$ cat src/rtl/cache_l1_nway.sv
// N-way set-associative write-back, write-allocate L1 data cache with age-based LRU.
// CPU side uses a req/done handshake; memory side moves one word per req/ack.
module cache_l1_nway #(
  parameter int ADDR_W          = 7,
  parameter int DATA_W          = 16,
  parameter int WAYS            = 2,
  parameter int SETS_LOG2       = 1,
  parameter int LINE_WORDS_LOG2 = 1
) (
  input  logic              clk,
  input  logic              reset,
  input  logic              req,
  input  logic              wren,
  input  logic [ADDR_W-1:0] addr,
  input  logic [DATA_W-1:0] data,
  output logic              busy,
  output logic              done,
  output logic              hit,
  output logic [DATA_W-1:0] q,
  output logic              mem_req,
  output logic              mem_we,
  output logic [ADDR_W-1:0] mem_addr,
  output logic [DATA_W-1:0] mem_wdata,
  input  logic              mem_ack,
  input  logic [DATA_W-1:0] mem_rdata
);
  localparam int SETS  = 1 << SETS_LOG2;
  localparam int WORDS = 1 << LINE_WORDS_LOG2;
  localparam int TAG_W = ADDR_W - SETS_LOG2 - LINE_WORDS_LOG2;
  localparam int WAY_W = (WAYS > 1) ? $clog2(WAYS) : 1;

  typedef logic [TAG_W-1:0]           tag_t;
  typedef logic [SETS_LOG2-1:0]       idx_t;
  typedef logic [LINE_WORDS_LOG2-1:0] off_t;
  typedef logic [WAY_W-1:0]           way_t;
  typedef enum logic [1:0] {IDLE, WB, FILL, DONE} state_t;

  state_t            state;
  logic [DATA_W-1:0] line_mem [WAYS][SETS][WORDS];
  tag_t              tag_mem  [WAYS][SETS];
  logic [WAYS-1:0]   valid    [SETS];
  logic [WAYS-1:0]   dirty    [SETS];
  way_t              age      [SETS][WAYS];

  logic [ADDR_W-1:0] r_addr;
  logic              r_wren;
  logic [DATA_W-1:0] r_data;
  way_t              vic;
  off_t              cnt;
  off_t              cnt_nxt;

  tag_t a_tag, r_tag;
  idx_t a_idx, r_idx;
  off_t a_off, r_off;

  assign a_tag   = addr[ADDR_W-1 -: TAG_W];
  assign a_idx   = addr[LINE_WORDS_LOG2 +: SETS_LOG2];
  assign a_off   = addr[LINE_WORDS_LOG2-1:0];
  assign r_tag   = r_addr[ADDR_W-1 -: TAG_W];
  assign r_idx   = r_addr[LINE_WORDS_LOG2 +: SETS_LOG2];
  assign r_off   = r_addr[LINE_WORDS_LOG2-1:0];
  assign cnt_nxt = cnt + off_t'(1);

  logic accept;
  assign accept = req && (state == IDLE);

  logic lk_hit;
  way_t lk_way;
  way_t vc_way;

  // NOTE: every always_comb output gets a default first so no latch is inferred.
  always_comb begin
    lk_hit = 1'b0;
    lk_way = '0;
    for (int w = 0; w < WAYS; w++)
      if (valid[a_idx][w] && tag_mem[w][a_idx] == a_tag) begin
        lk_hit = 1'b1;
        lk_way = way_t'(w);
      end
  end

  // Oldest way by default; the descending scan lets the lowest invalid way win.
  always_comb begin
    vc_way = '0;
    for (int w = 0; w < WAYS; w++)
      if (age[a_idx][w] == way_t'(WAYS - 1)) vc_way = way_t'(w);
    for (int w = WAYS - 1; w >= 0; w--)
      if (!valid[a_idx][w]) vc_way = way_t'(w);
  end

  logic lru_en;
  idx_t lru_set;
  way_t lru_way;

  always_comb begin
    lru_en  = (accept && lk_hit) || (state == DONE);
    lru_set = (state == DONE) ? r_idx : a_idx;
    lru_way = (state == DONE) ? vic : lk_way;
  end

  logic              wr_en;
  way_t              wr_way;
  idx_t              wr_set;
  off_t              wr_off;
  logic [DATA_W-1:0] wr_val;

  always_comb begin
    wr_en  = 1'b0;
    wr_way = vic;
    wr_set = r_idx;
    wr_off = cnt;
    wr_val = mem_rdata;
    case (state)
      IDLE: if (accept && lk_hit && wren) begin
        wr_en  = 1'b1;
        wr_way = lk_way;
        wr_set = a_idx;
        wr_off = a_off;
        wr_val = data;
      end
      FILL: wr_en = mem_req && mem_ack;
      DONE: if (r_wren) begin
        wr_en  = 1'b1;
        wr_off = r_off;
        wr_val = r_data;
      end
      default: ;
    endcase
  end

  // NOTE: line and tag storage carry no reset; valid bits gate every use of them.
  always_ff @(posedge clk) begin
    if (wr_en) line_mem[wr_way][wr_set][wr_off] <= wr_val;
    if (state == DONE) tag_mem[vic][r_idx] <= r_tag;
  end

  // NOTE: sequential state uses non-blocking assignments so all registers sample pre-edge values.
  always_ff @(posedge clk or posedge reset) begin
    if (reset) begin
      state     <= IDLE;
      busy      <= 1'b0;
      done      <= 1'b0;
      hit       <= 1'b0;
      q         <= '0;
      mem_req   <= 1'b0;
      mem_we    <= 1'b0;
      mem_addr  <= '0;
      mem_wdata <= '0;
      r_addr    <= '0;
      r_wren    <= 1'b0;
      r_data    <= '0;
      vic       <= '0;
      cnt       <= '0;
      for (int s = 0; s < SETS; s++) begin
        valid[s] <= '0;
        dirty[s] <= '0;
        for (int w = 0; w < WAYS; w++) age[s][w] <= way_t'(w);
      end
    end else begin
      done <= 1'b0;

      if (lru_en)
        for (int w = 0; w < WAYS; w++)
          if (way_t'(w) == lru_way)
            age[lru_set][w] <= '0;
          else if (age[lru_set][w] < age[lru_set][lru_way])
            age[lru_set][w] <= age[lru_set][w] + way_t'(1);

      case (state)
        IDLE: if (accept) begin
          if (lk_hit) begin
            done <= 1'b1;
            hit  <= 1'b1;
            q    <= wren ? data : line_mem[lk_way][a_idx][a_off];
            if (wren) dirty[a_idx][lk_way] <= 1'b1;
          end else begin
            busy    <= 1'b1;
            hit     <= 1'b0;
            r_addr  <= addr;
            r_wren  <= wren;
            r_data  <= data;
            vic     <= vc_way;
            cnt     <= '0;
            mem_req <= 1'b1;
            if (valid[a_idx][vc_way] && dirty[a_idx][vc_way]) begin
              state     <= WB;
              mem_we    <= 1'b1;
              mem_addr  <= {tag_mem[vc_way][a_idx], a_idx, off_t'(0)};
              mem_wdata <= line_mem[vc_way][a_idx][off_t'(0)];
            end else begin
              state    <= FILL;
              mem_we   <= 1'b0;
              mem_addr <= {a_tag, a_idx, off_t'(0)};
            end
          end
        end
        WB: if (mem_ack) begin
          if (cnt == off_t'(WORDS - 1)) begin
            state    <= FILL;
            cnt      <= '0;
            mem_we   <= 1'b0;
            mem_addr <= {r_tag, r_idx, off_t'(0)};
          end else begin
            cnt       <= cnt_nxt;
            mem_addr  <= {tag_mem[vic][r_idx], r_idx, cnt_nxt};
            mem_wdata <= line_mem[vic][r_idx][cnt_nxt];
          end
        end
        FILL: if (mem_ack) begin
          if (cnt == off_t'(WORDS - 1)) begin
            state   <= DONE;
            mem_req <= 1'b0;
          end else begin
            cnt      <= cnt_nxt;
            mem_addr <= {r_tag, r_idx, cnt_nxt};
          end
        end
        DONE: begin
          valid[r_idx][vic] <= 1'b1;
          dirty[r_idx][vic] <= r_wren;
          done              <= 1'b1;
          hit               <= 1'b0;
          q                 <= r_wren ? r_data : line_mem[vic][r_idx][r_off];
          busy              <= 1'b0;
          state             <= IDLE;
        end
        default: state <= IDLE;
      endcase
    end
  end
endmodule
$ cat config.mk
export PLATFORM = sky130hd
export DESIGN_NAME = cache_l1_nway
export DESIGN_NICKNAME = d
export VERILOG_FILES = /design/src/rtl/cache_l1_nway.sv
export SDC_FILE = /design/constraint.sdc
export NUM_CORES = 1
export LEC_CHECK = 0
export ABC_AREA = 1
export ABC_CLOCK_PERIOD_IN_PS = 3020
export CAP_MARGIN = 20
export CELL_PAD_IN_SITES_DETAIL_PLACEMENT = 2
export CELL_PAD_IN_SITES_GLOBAL_PLACEMENT = 2
export CORE_MARGIN = 10
export CORE_UTILIZATION = 30
export DETAILED_ROUTE_END_ITERATION = 8
export PLACE_DENSITY_LB_ADDON = 0.15
export SLEW_MARGIN = 10
export SYNTH_ARGS = -nofsm -noshare
export SYNTH_HDL_FRONTEND = slang
export SYNTH_SLANG_ARGS = --single-unit
$ cat constraint.sdc
create_clock -name clk -period 3.02 [get_ports clk]
set_clock_uncertainty 0.1 [all_clocks]
set_input_delay 0.453 -clock clk [delete_from_list [all_inputs] [get_ports clk]]
set_output_delay 0.453 -clock clk [all_outputs]
set_load 0.01 [all_outputs]
Word-level counts from Yosys, hierarchy flattened
Memories as Yosys holds them, arrays and structs flattened.
Cells that the tools add are included.
Widths: inputs -> output; s select.
{"block": "word_totals", "ff_bits": 84, "ram_bits": 148, "input_bits": 44, "out_inout_bits": 44, "word_cells": 264, "memories": 2}
{"name": "line_mem", "depth": 2, "width": 64, "read_ports": 3, "rd_ports_with_merged_regs": 0, "wr": 1, "line_no": "39", "source": "logic [DATA_W-1:0] line_mem [WAYS][SETS][WORDS];"}
{"name": "tag_mem", "depth": 2, "width": 10, "read_ports": 4, "rd_ports_with_merged_regs": 0, "wr": 1, "line_no": "40", "source": "tag_t tag_mem [WAYS][SETS];"}
{"block": "classes", "n_addsub": 3, "magnitude_cmp": 21, "n_eq_ne": 16, "mux": 153, "bitwise": 16, "reduce_logical": 31}
{"operator": "$mux 16", "count": 21}
{"operator": "$mux 32", "count": 10}
{"operator": "$pmux 16 s2", "count": 3}
{"operator": "$mux 5", "count": 13}
{"operator": "$mux 64", "count": 1}
{"operator": "$mux 7", "count": 7}
{"operator": "$mux 1", "count": 47}
{"operator": "$mux 2", "count": 19}
{"operator": "$demux 32 s1", "count": 1}
{"operator": "$mux 4", "count": 8}
{"operator": "$pmux 7 s3", "count": 1}
{"operator": "$ne 2x2->1 const B", "count": 10}
{"operator": "$ge 2x2->1 const B", "count": 9}
{"operator": "$not 1->2", "count": 9}
{"operator": "$reduce_and 6->1", "count": 3}
{"operator": "$demux 16 s1", "count": 1}
{"operator": "$reduce_and 5->1", "count": 3}
{"operator": "$logic_and 1x1->1", "count": 14}
{"operator": "$bwmux 4", "count": 3}
{"operator": "$pmux 1 s2", "count": 6}
{"operator": "$eq 5x5->1", "count": 2}
{"operator": "$lt 2x1->1 const B", "count": 5}
{"operator": "$mux 10", "count": 1}
{"operator": "$reduce_and 3->1", "count": 3}
{"operator": "23 further kinds", "count": 40}

Logic depth before layout (Yosys ltp)
{"block": "depth", "depth_word": 20, "mapped_depth": 17, "ltp_nobuf": 15}

Least setup slack after synthesis
No wires, ideal clock.
{"block": "synth_path", "path_kind": "input to register", "from": "input addr[1]", "to": "memory line_mem[0][0] in the netlist's numbering, enable pin", "setup_ns": 0.388, "t_arrival_ns": 2.535, "t_required_ns": 2.532, "slack_ns": -0.004, "stages": 14, "n_path_buf": 3, "cell_sequence": "buf_4 > buf_6 > o21ai_1 > nand2_1 > nor2_1 > nand3_1 > nand2_4 > nand3_2 > buf_4 > nand2_2 > nand2_2 > nor2_2 > nand3_1 > nor2_1"}
{"block": "synth_via", "elab_chain_cells": 20, "word_cells_on_any_way": 41, "cone_classes": "order compare: 4; eq/ne: 2; mux: 26; bitwise: 3; reduce/logical: 6"}
{"element": "from (decl)", "line_no": "14", "source": "input logic [ADDR_W-1:0] addr,"}
{"element": "$not 1->2 (implied by the code)", "line_no": "76", "source": "if (valid[a_idx][w] && tag_mem[w][a_idx] == a_tag) begin"}
{"element": "$mux 5 (implied by the code) (3 in a row)", "line_no": "76"}
{"element": "$eq 5x5->1", "line_no": "76"}
{"element": "$logic_and 1x1->1", "line_no": "76"}
{"element": "$mux 1 (2 in a row)", "line_no": "76"}
{"element": "$logic_and 1x1->1 (2 in a row)", "line_no": "114", "source": "IDLE: if (accept && lk_hit && wren) begin"}
{"element": "$mux 1", "line_no": "114"}
{"element": "$pmux 1 s2", "line_no": "113", "source": "case (state)"}
{"element": "$not 1->2 (implied by the code)", "line_no": "133", "source": "if (wr_en) line_mem[wr_way][wr_set][wr_off] <= wr_val;"}
{"element": "$ge 2x2->1 (implied by the code) or $lt 2x1->1 (tied branches)", "line_no": "133"}
{"element": "$logic_and 1x1->1 (implied by the code)", "line_no": "133"}
{"element": "$mux 16 (implied by the code)", "line_no": "133"}
{"element": "$demux 16 s1", "line_no": "133"}
{"element": "$mux 32 (implied by the code)", "line_no": "133"}
{"element": "$demux 32 s1", "line_no": "133"}
{"element": "$mux 64 (implied by the code)", "line_no": "133"}
{"element": "to (decl)", "line_no": "39"}
Parallel ways exist; a longest one is shown, timed or not. The select of a mux whose other input is x is not followed.

==> results by group <==
Outcome
  – Status: finished, final reports clean

Worst setup path
  – Worst path arrival time: 2.89 ns
  – Crit path max fanout: 16
  – Critical Path End Type: flip-flop
  – Most used cell, CP: nor2_1
  – Worst setup SP type: flip-flop
  – Crit-path max cell delay: 0.43 ns
  – Kind of critical path: flip-flop to flip-flop
  – Slowest CP cell: edfxtp_1
  – Crit path required time: 3.19 ns
  – Worst-path cell chain: nand2_1, and2_1, nor2_1, nor2_1, nand3_1, nand2_4, nand3_2, inv_1, nand2_1, o21ai_1, inv_1, nor2_1, buf_12

GRT
  – Vias in the first global route: 13226
  – Initial antenna violation count: 0
  – First-pass GRT wire length: 84400 um
  – Global-route met3 utilization: 2.64%
  – Met2 Resource Use GR: 32.3%
  – Largest net degree at the start of global routing: 66
  – Congestion Overflow GR: 0
  – Gr busiest metal: met2
  – Met1 usage: 29.9%
  – Total track usage: 20.6%

Timing
  – Final worst path period share: 90.0%
  – Final setup viols: 0
  – Min Clock Period, post-route: 2.72 ns
  – Fmax: 368 MHz
  – Pins over their slew limit: 0
  – Setup TNS: 0 ns
  – Unrepaired setup endpoints after global routing: false
  – Worst-Margin Slew: 0.787 ns
  – Setup ws final: 0.302 ns
  – Final Hold Fails: 0
  – Max transition margin: 47.3%

Placed design
  – Detailed Place HPWL: 39200 um
  – DP Area: 15000 um2
  – Dpl ws: -0.128 ns
  – Port buffer count: 87
  – GPL Wtd Cong: 0.811

Synthesis
  – Mapped Area: 13000 um2
  – Syn nets: 1661
  – Synth Warn #: 0
  – Synth Instances: 1613
  – Register area share after synthesis: 50.5%
  – Count of cell types in the netlist: 39
  – Synth area leaders: edfxtp_1 (34%), nand2_1 (17%), dfrtp_1 (16%), nand3_1 (6.9%), o21ai_0 (4.5%)
  – Synthesized area per cell: 8.05 um2
  – Flops & latches, synth: 232
  – Synth top area share: 34.2%
  – Area leader, netlist: edfxtp_1

Power
  – Comb power frac: 47.8%
  – Leak: 6.77 nW
  – Clock share of power: 21.4%
  – Sw Share: 43.5%
  – PD cells: 1050 nW/um2
  – Max VDD drop: 0.498 mV
  – Psw: 7.30 mW
  – Int Pwr: 9.50 mW
  – Seq pwr share: 30.7%

Hold path
  – HP Class: primary input to async pin

Detailed routing
  – WL/cell: 23.7 um
  – Initial DRC Count: 828
  – Via count: 12406
  – Detailed Route WL: 55000 um
  – Drt first pass iters: 5
  – Drt drc: 0
  – Post-route ant nets: 0
  – Drt via density: 5.35

Die
  – Top Ports: 88
  – DIE AREA: 52000 um2
  – Die Ht: 228 um
  – Initial Utilization: 30.3%
  – Core Area: 42900 um2
  – Die span in x: 228 um
  – Num rows: 76

Clock network
  – Clk slew on worst S/H paths: 0.06 ns
  – Num CTS Buffers: 29
  – Hold-fix buffers at CTS: 0
  – H-Tree Level Count: 1
  – Max clock buf depth: 3
  – Post-CTS Repair Setup Buffers: 0
  – CTS resizes: 0
  – Skew-Pair Late Insertion Delay: 0.58 ns
  – Root Buffer: clkbuf_16
  – Clock sinks: 232
  – Clock tree from TritonCTS: done

Finish
  – Most frequent cells in the layout: nand2_1 (604), nand3_1 (179), edfxtp_1 (148)
  – Fillers: 4884
  – Most common cell after layout, fill and taps aside: nand2_1
  – Layout cell share with drive strength beyond 1: 10.3%
  – Nets: 1760
  – Syn-to-layout area delta: 23.2%
  – Finished Cell Area: 16000 um2
  – Final Util: 37.3%

Job
  – Max-cap violations: 0
==> worst max-delay path, delay by kind of cell (launching register included) <==
family                 cells  cell delay, ns
AND/OR/NAND/NOR            9            1.22
buffers and inverters      3            0.53
flip-flops                 1            0.43
AO/OA/AOI/OAI              1            0.13
==> power groups by stage <==
| stage | clock, mW | sequential [mW] | combinational (mW) |
|---|---|---|---|
| final | 3.60 | 5.16 | 8.04 |
| after global routing | 3.82 | 5.26 | 8.85 |
| after CTS | 3.69 | 5.17 | 8.04 |
| after detailed placement | 0 | 5.22 | 7.97 |
| after global placement | 0 | 5.18 | 7.68 |
| after floorplan | 0 | 5.15 | 4.14 |
==> logic make-up (layout without fill, tap and decap cells) <==
kind of cell    after synthesis  count (layout)  share of synthesized area [%]
buf+inv                     203             325                           6.49
flops                       232             232                           50.5
compound gates              273             273                           12.5
fa+ha+maj                     4               4                          0.386
other cells                   0               1                              0
mux                          14              14                           1.20
simple gates                887             887                           29.0
==> path summary, 6_finish.rpt <==
path	startpoint	end	slack, ns	cells past startpoint
max in group asynchronous	reset	r_data[9]	2.07	3
hold / removal	reset	r_addr[0]	0.13	2
setup / recovery	tag_mem[0][2]	line_mem[0][20]	0.30	13
hold reg to reg	mem_wdata[5]	mem_wdata[5]	0.37	2
min in group clk	mem_wdata[5]	mem_wdata[5]	0.37	2
setup reg to reg	tag_mem[0][2]	line_mem[0][20]	0.30	13
==> metal layers <==
metal  wire (um)  vias up
li1            -     5715
met1       27300     6369
met2       24600      273
met3        2340       49
met4         801        0
met5           0        -
==> sequential cells by signal, indices dropped and copies added (netlist names) <==
register   cells
line_mem     128
tag_mem       20
mem_wdata     16
q             16
r_data        16
mem_addr       7
r_addr         7
age            4
dirty          4
valid          4
state          2
busy           1
cnt            1
done           1
hit            1
mem_req        1
mem_we         1
r_wren         1
vic            1
==> per-stage QoR <==
stage	power (mW)	hold slack [ns]	std cells
after detailed placement	13.2	0.358	2266
final	16.8	0.132	2321
after global routing	17.9	0.169	2320
after global placement	12.9	0.339	2266
after floorplan	9.29	0.324	1613
after CTS	16.9	0.133	2320
==> area by class of cell <==
class / instances / area (um2) / area share (%)
Antenna cell: 1 / 2.50 / 0.0156
Clock buffer: 35 / 768 / 4.80
Clock inverter: 19 / 201 / 1.26
Inverter: 98 / 370 / 2.32
Multi-Input combinational cell: 1178 / 5610 / 35.1
Sequential cell: 232 / 6550 / 41.0
Tap cell: 585 / 732 / 4.58
Timing Repair Buffer: 173 / 1760 / 11.0
==> cells in the mapped netlist (all sizes together) <==
cell type,instances
a22oi,55
o31ai,1
o211ai,22
o2111ai,3
clkinv,5
mux2i,1
nand2,607
ha,4
or2,4
mux2,13
edfxtp,148
nand3b,2
a31oi,18
o21ai,129
and2,1
dfrtp,82
dfstp,2
a21oi,41
o21a,1
o22ai,3
nor2,42
clkbuf,70
buf,35
inv,93
nand4,50
nand3,181
No activity file was read; power rests on OpenSTA's default activity.
